$ cat src/rtl/fpm_operand_stage.sv
// Handshake wrapper for the combinational single-precision multiplier: operand FIFO in, registered product out.
// Optional exponent-range flags on out_exc are enabled with `define FPM_STAGE_EXC_EN.
module fpm_operand_stage #(
  parameter int DEPTH = 4
) (
  input  logic        clk,
  input  logic        rst_n,
  input  logic        in_valid,
  output logic        in_ready,
  input  logic [31:0] in_a,
  input  logic [31:0] in_b,
  output logic [31:0] mul_a,
  output logic [31:0] mul_b,
  input  logic [31:0] mul_result,
  output logic        out_valid,
  input  logic        out_ready,
  output logic [31:0] out_data,
  output logic [1:0]  out_exc
);
  localparam int AW = $clog2(DEPTH);
  localparam logic [AW:0] FULL = (AW+1)'(DEPTH);

  typedef struct packed {
    logic [31:0] a;
    logic [31:0] b;
  } pair_t;

  pair_t         mem [DEPTH];
  logic [AW-1:0] wr_ptr, rd_ptr;
  logic [AW:0]   count;
  logic          push, pop, out_free, not_empty;
  pair_t         head;

  assign not_empty = (count != '0);
  assign in_ready  = (count != FULL);
  assign push      = in_valid && in_ready;
  assign out_free  = !out_valid || out_ready;
  assign pop       = not_empty && out_free;
  assign head      = mem[rd_ptr];
  assign mul_a     = not_empty ? head.a : 32'h0;
  assign mul_b     = not_empty ? head.b : 32'h0;

  // Storage needs no reset; pointers wrap naturally since DEPTH is a power of two.
  always_ff @(posedge clk) begin
    if (push) mem[wr_ptr] <= '{a: in_a, b: in_b};
  end

  always_ff @(posedge clk) begin
    if (!rst_n) begin
      wr_ptr    <= '0;
      rd_ptr    <= '0;
      count     <= '0;
      out_valid <= 1'b0;
      out_data  <= 32'h0;
    end else begin
      if (push) wr_ptr <= wr_ptr + 1'b1;
      if (pop) begin
        rd_ptr    <= rd_ptr + 1'b1;
        out_data  <= mul_result;
        out_valid <= 1'b1;
      end else if (out_ready && out_valid) begin
        out_valid <= 1'b0;
      end
      case ({push, pop})
        2'b10:   count <= count + 1'b1;
        2'b01:   count <= count - 1'b1;
        default: count <= count;
      endcase
    end
  end

`ifdef FPM_STAGE_EXC_EN
  logic [7:0] ea, eb;
  logic [9:0] esum;
  logic       ovf, unf;

  assign ea   = mul_a[30:23];
  assign eb   = mul_b[30:23];
  assign esum = {2'b00, ea} + {2'b00, eb};
  // Biased-sum test only; a 381 sum that carries out of the mantissa is not caught.
  assign ovf  = (ea != 8'd0) && (eb != 8'd0) && (esum >= 10'd382);
  assign unf  = (ea != 8'd0) && (eb != 8'd0) && (esum <= 10'd127);

  always_ff @(posedge clk) begin
    if (!rst_n)   out_exc <= 2'b00;
    else if (pop) out_exc <= {ovf, unf};
  end
`else
  assign out_exc = 2'b00;
`endif

endmodule

$ cat config.mk
export PLATFORM = sky130hd
export DESIGN_NAME = fpm_operand_stage
export DESIGN_NICKNAME = d
export VERILOG_FILES = /design/src/rtl/fpm_operand_stage.sv
export SDC_FILE = /design/constraint.sdc
export NUM_CORES = 1
export LEC_CHECK = 0
export ABC_AREA = 1
export CAP_MARGIN = 40
export CORE_AREA = 5 5 154 156
export CTS_BUF_LIST = sky130_fd_sc_hd__clkbuf_8
export DETAILED_ROUTE_END_ITERATION = 10
export DIE_AREA = 0 0 159 161
export GPL_TIMING_DRIVEN = 0
export MAX_ROUTING_LAYER = met4
export PLACE_DENSITY = 0.81
export SETUP_SLACK_MARGIN = 0.4
export SYNTH_ARGS = -nofsm -noshare
export SYNTH_HDL_FRONTEND = slang
export SYNTH_SLANG_ARGS = --single-unit
$ cat constraint.sdc
create_clock -name clk -period 12.1 [get_ports clk]
set_input_delay 1.21 -clock clk [delete_from_list [all_inputs] [get_ports clk]]
set_output_delay 1.21 -clock clk [all_outputs]
set_load 0.05 [all_outputs]
==> reports/metrics.csv <==
metric,value,unit
outcome,completed,
global_route.peak_usage_layer,met2,
start_util,0.539,
finalSetupTns,0,ns
post_synth_inst_count,1071,
maximum_number_of_pins_on_one_net_before_global_route_repair,29,
antenna_violations_before_repair,0,
postCtsSetupRepairBufs,0,
max_cap_violations,0,
synth-seq-area-share,0.712,
placement.io_buffers,196,
total_power,4140,uW
grt_use_met1,0.276,
crit_path_start_kind,flip-flop,
finalCriticalPeriod,4.04,ns
drt_pass_1_iters,5,
gr-total-overflow,0,
floorplan.rows,55,
critPathRequiredTime,10.89,ns
arrival,2.83,ns
grtUsageMet2,0.380,
power.share.combinational,0.502,
switching_share,0.449,
clockRootBuffer,sky130_fd_sc_hd__clkbuf_8,
ios,200,
synth.avg_cell_area,11.2,um2
path_max_fanout,10,
n_antenna_cell,0,
holdCritPathClass,flip-flop to flip-flop,
whs_path_depth,2,
core-area,0.0222,mm2
setup_viol_count_final,0,
clkTransAtPathRegs,0.06,ns
hpwlAfterDp,19.0,mm
fin_worst_skew,0.0113,ns
total_number_of_vias,8516,
peakVddDrop,0.179,mV
avgViaCountPerCell,5.16,
design.die.area,0.0256,mm2
cts-buffers-inserted,48,
clkLatencyLatePin,0.55,ns
cts.sinks,298,
avgRoutedWirePerCell,17.5,um
power.density,269,mW/mm2
cellLeakagePower,0.00591,uW
sequentialPowerShare,0.313,
grtUsageTotal,0.228,
ant_nets,0,
ctsHoldBuffers,0,
cts_tree,done,
grt_pass1_wl,45.9,mm
cts-resized-gates,0,
global_route.usage.met3,0.0663,
achievable-frequency,247,MHz
r2r.worst_path.cells,14,
final_max_slew_viols,0,
timing.setup.critical_path_class,flip-flop to primary output,
total_switching_power,1860,uW
ys_types,20,
power_report.internal_total,2280,uW
netlist_area,0.0120,mm2
ctsLongestPathBuffers,3,
rsz0062_at_grt,no,
yosys_register_bits,298,
worst_pin_slew,0.638,ns
synth_warnings,0,
syn2layout_area_growth,28.4,%
layout-drive-gt1-share,0.0902,
die_width,159,um
final-hold-violation-count,0,
place.gp.congestion,0.846,
critical_path.endpoint_type,primary output,
relSlewSlack,0.574,
number_of_global_route_vias_before_repair,8735,
finish.net_count,1433,
totalWireLength,28.8,mm
cts.htree.levels,2,
residual_drc,0,
fin_crit_sh,0.334,
power.share.clock,0.184,
drt_first_iter_violations,559,
die_y,161,um
## worst paths after layout
check / from / to / slack, ns
worst max register to register: count[1] / count[2] / 9.89
worst min register to register: out_data[20] / out_data[20] / 0.48
worst max-delay path: flip-flop / mul_b[13] / 8.06
worst min-delay path: out_data[20] / out_data[20] / 0.48
## placed cells by master, fill, tap and decap left out, drive strengths merged
cell type / instances
nand3: 6
inv: 42
ha: 5
clkinvlp: 1
fa: 1
clkbuf: 69
a21oi: 103
nand2: 299
conb: 2
nor2: 170
clkinv: 13
nand3b: 32
o21ai: 67
clkdlybuf4s50: 196
dfxtp: 42
buf: 60
edfxtp: 256
## critical path, cell delays in order (launching register included)
cell and delay [ns]:
sky130_fd_sc_hd__dfxtp_1 0.30, sky130_fd_sc_hd__inv_1 0.05, sky130_fd_sc_hd__buf_2 0.24, sky130_fd_sc_hd__buf_1 0.50, sky130_fd_sc_hd__nand2_1 0.13, sky130_fd_sc_hd__a21oi_1 0.23
sky130_fd_sc_hd__clkdlybuf4s50_1 0.84
## sequential cells by signal (all words and copies together) (netlist names), named ones only
name       cells
wr_ptr         2
rd_ptr         2
out_data      32
mem          256
count          3
out_valid      1
## metal layers
metal	wire [um]	vias to the layer above
li1	-	4161
met1	11500	3974
met2	14400	335
met3	2430	46
met4	487	0
met5	0	-
## through the flow
step	worst slack, ns	hold slack (ns)	util	std cells	area, um2
2_1_floorplan	7.54	0.464	-	1072	12000
3_3_place_gp	4.97	0.460	0.644	1553	14300
3_5_place_dp	8.62	0.472	0.654	1562	14500
4_1_cts	7.99	0.482	0.692	1649	15400
5_1_grt	7.87	0.515	0.692	1649	15400
6_report	8.06	0.478	0.692	1649	15400
## synth_stat cells
library cell                 n  area, um2
sky130_fd_sc_hd__buf_2      27        135
sky130_fd_sc_hd__clkbuf_1   18       67.6
sky130_fd_sc_hd__inv_1      16       60.1
sky130_fd_sc_hd__buf_4      11       82.6
sky130_fd_sc_hd__ha_1        5       62.6
sky130_fd_sc_hd__fa_1        1       20.0
sky130_fd_sc_hd__nand3_1     5       25.0
sky130_fd_sc_hd__o21ai_1     5       25.0
sky130_fd_sc_hd__edfxtp_1  256       7690
sky130_fd_sc_hd__conb_1      1       3.75
sky130_fd_sc_hd__nand3_2     1       10.0
sky130_fd_sc_hd__buf_6      10        113
sky130_fd_sc_hd__nand2_1   299       1120
sky130_fd_sc_hd__nand3b_1   32        240
sky130_fd_sc_hd__dfxtp_1    42        841
sky130_fd_sc_hd__inv_2       4       15.0
sky130_fd_sc_hd__nor2_1    170        638
sky130_fd_sc_hd__a21oi_1   103        515
sky130_fd_sc_hd__o21ai_0    62        310
sky130_fd_sc_hd__buf_1       3       11.3
## kinds of logic (layout without fill, tap and decap cells)
logic type | count (synthesis) | in the layout | share of synthesized area
AO/OA/AOI/OAI | 170 | 170 | 0.0710
adder cells (fa/ha/maj) | 6 | 6 | 0.00689
buffers and inverters | 89 | 381 | 0.0404
flip-flops | 298 | 298 | 0.712
other | 1 | 2 | 0.000313
AND/OR/NAND/NOR | 507 | 507 | 0.170
## power groups by stage
stage               clock network (uW)  logic (uW)  registers (uW)
detailed placement                   0        2090            1320
global route                       830        2230            1310
CTS                                777        2090            1300
finish                             763        2080            1300
global placement                     0        2040            1330
floorplan                            0        1210            1490
## final cells by class
type	count	area [um2]
well taps	285	357
fillers	1582	6840
flip-flops and latches	298	8530
inverters	20	75.1
repair buffers	205	2160
plain buffers	69	409
clock buffers	51	702
multi-input cells	685	3010
clock inverters	36	149
Power figures use the tool's default switching activity.
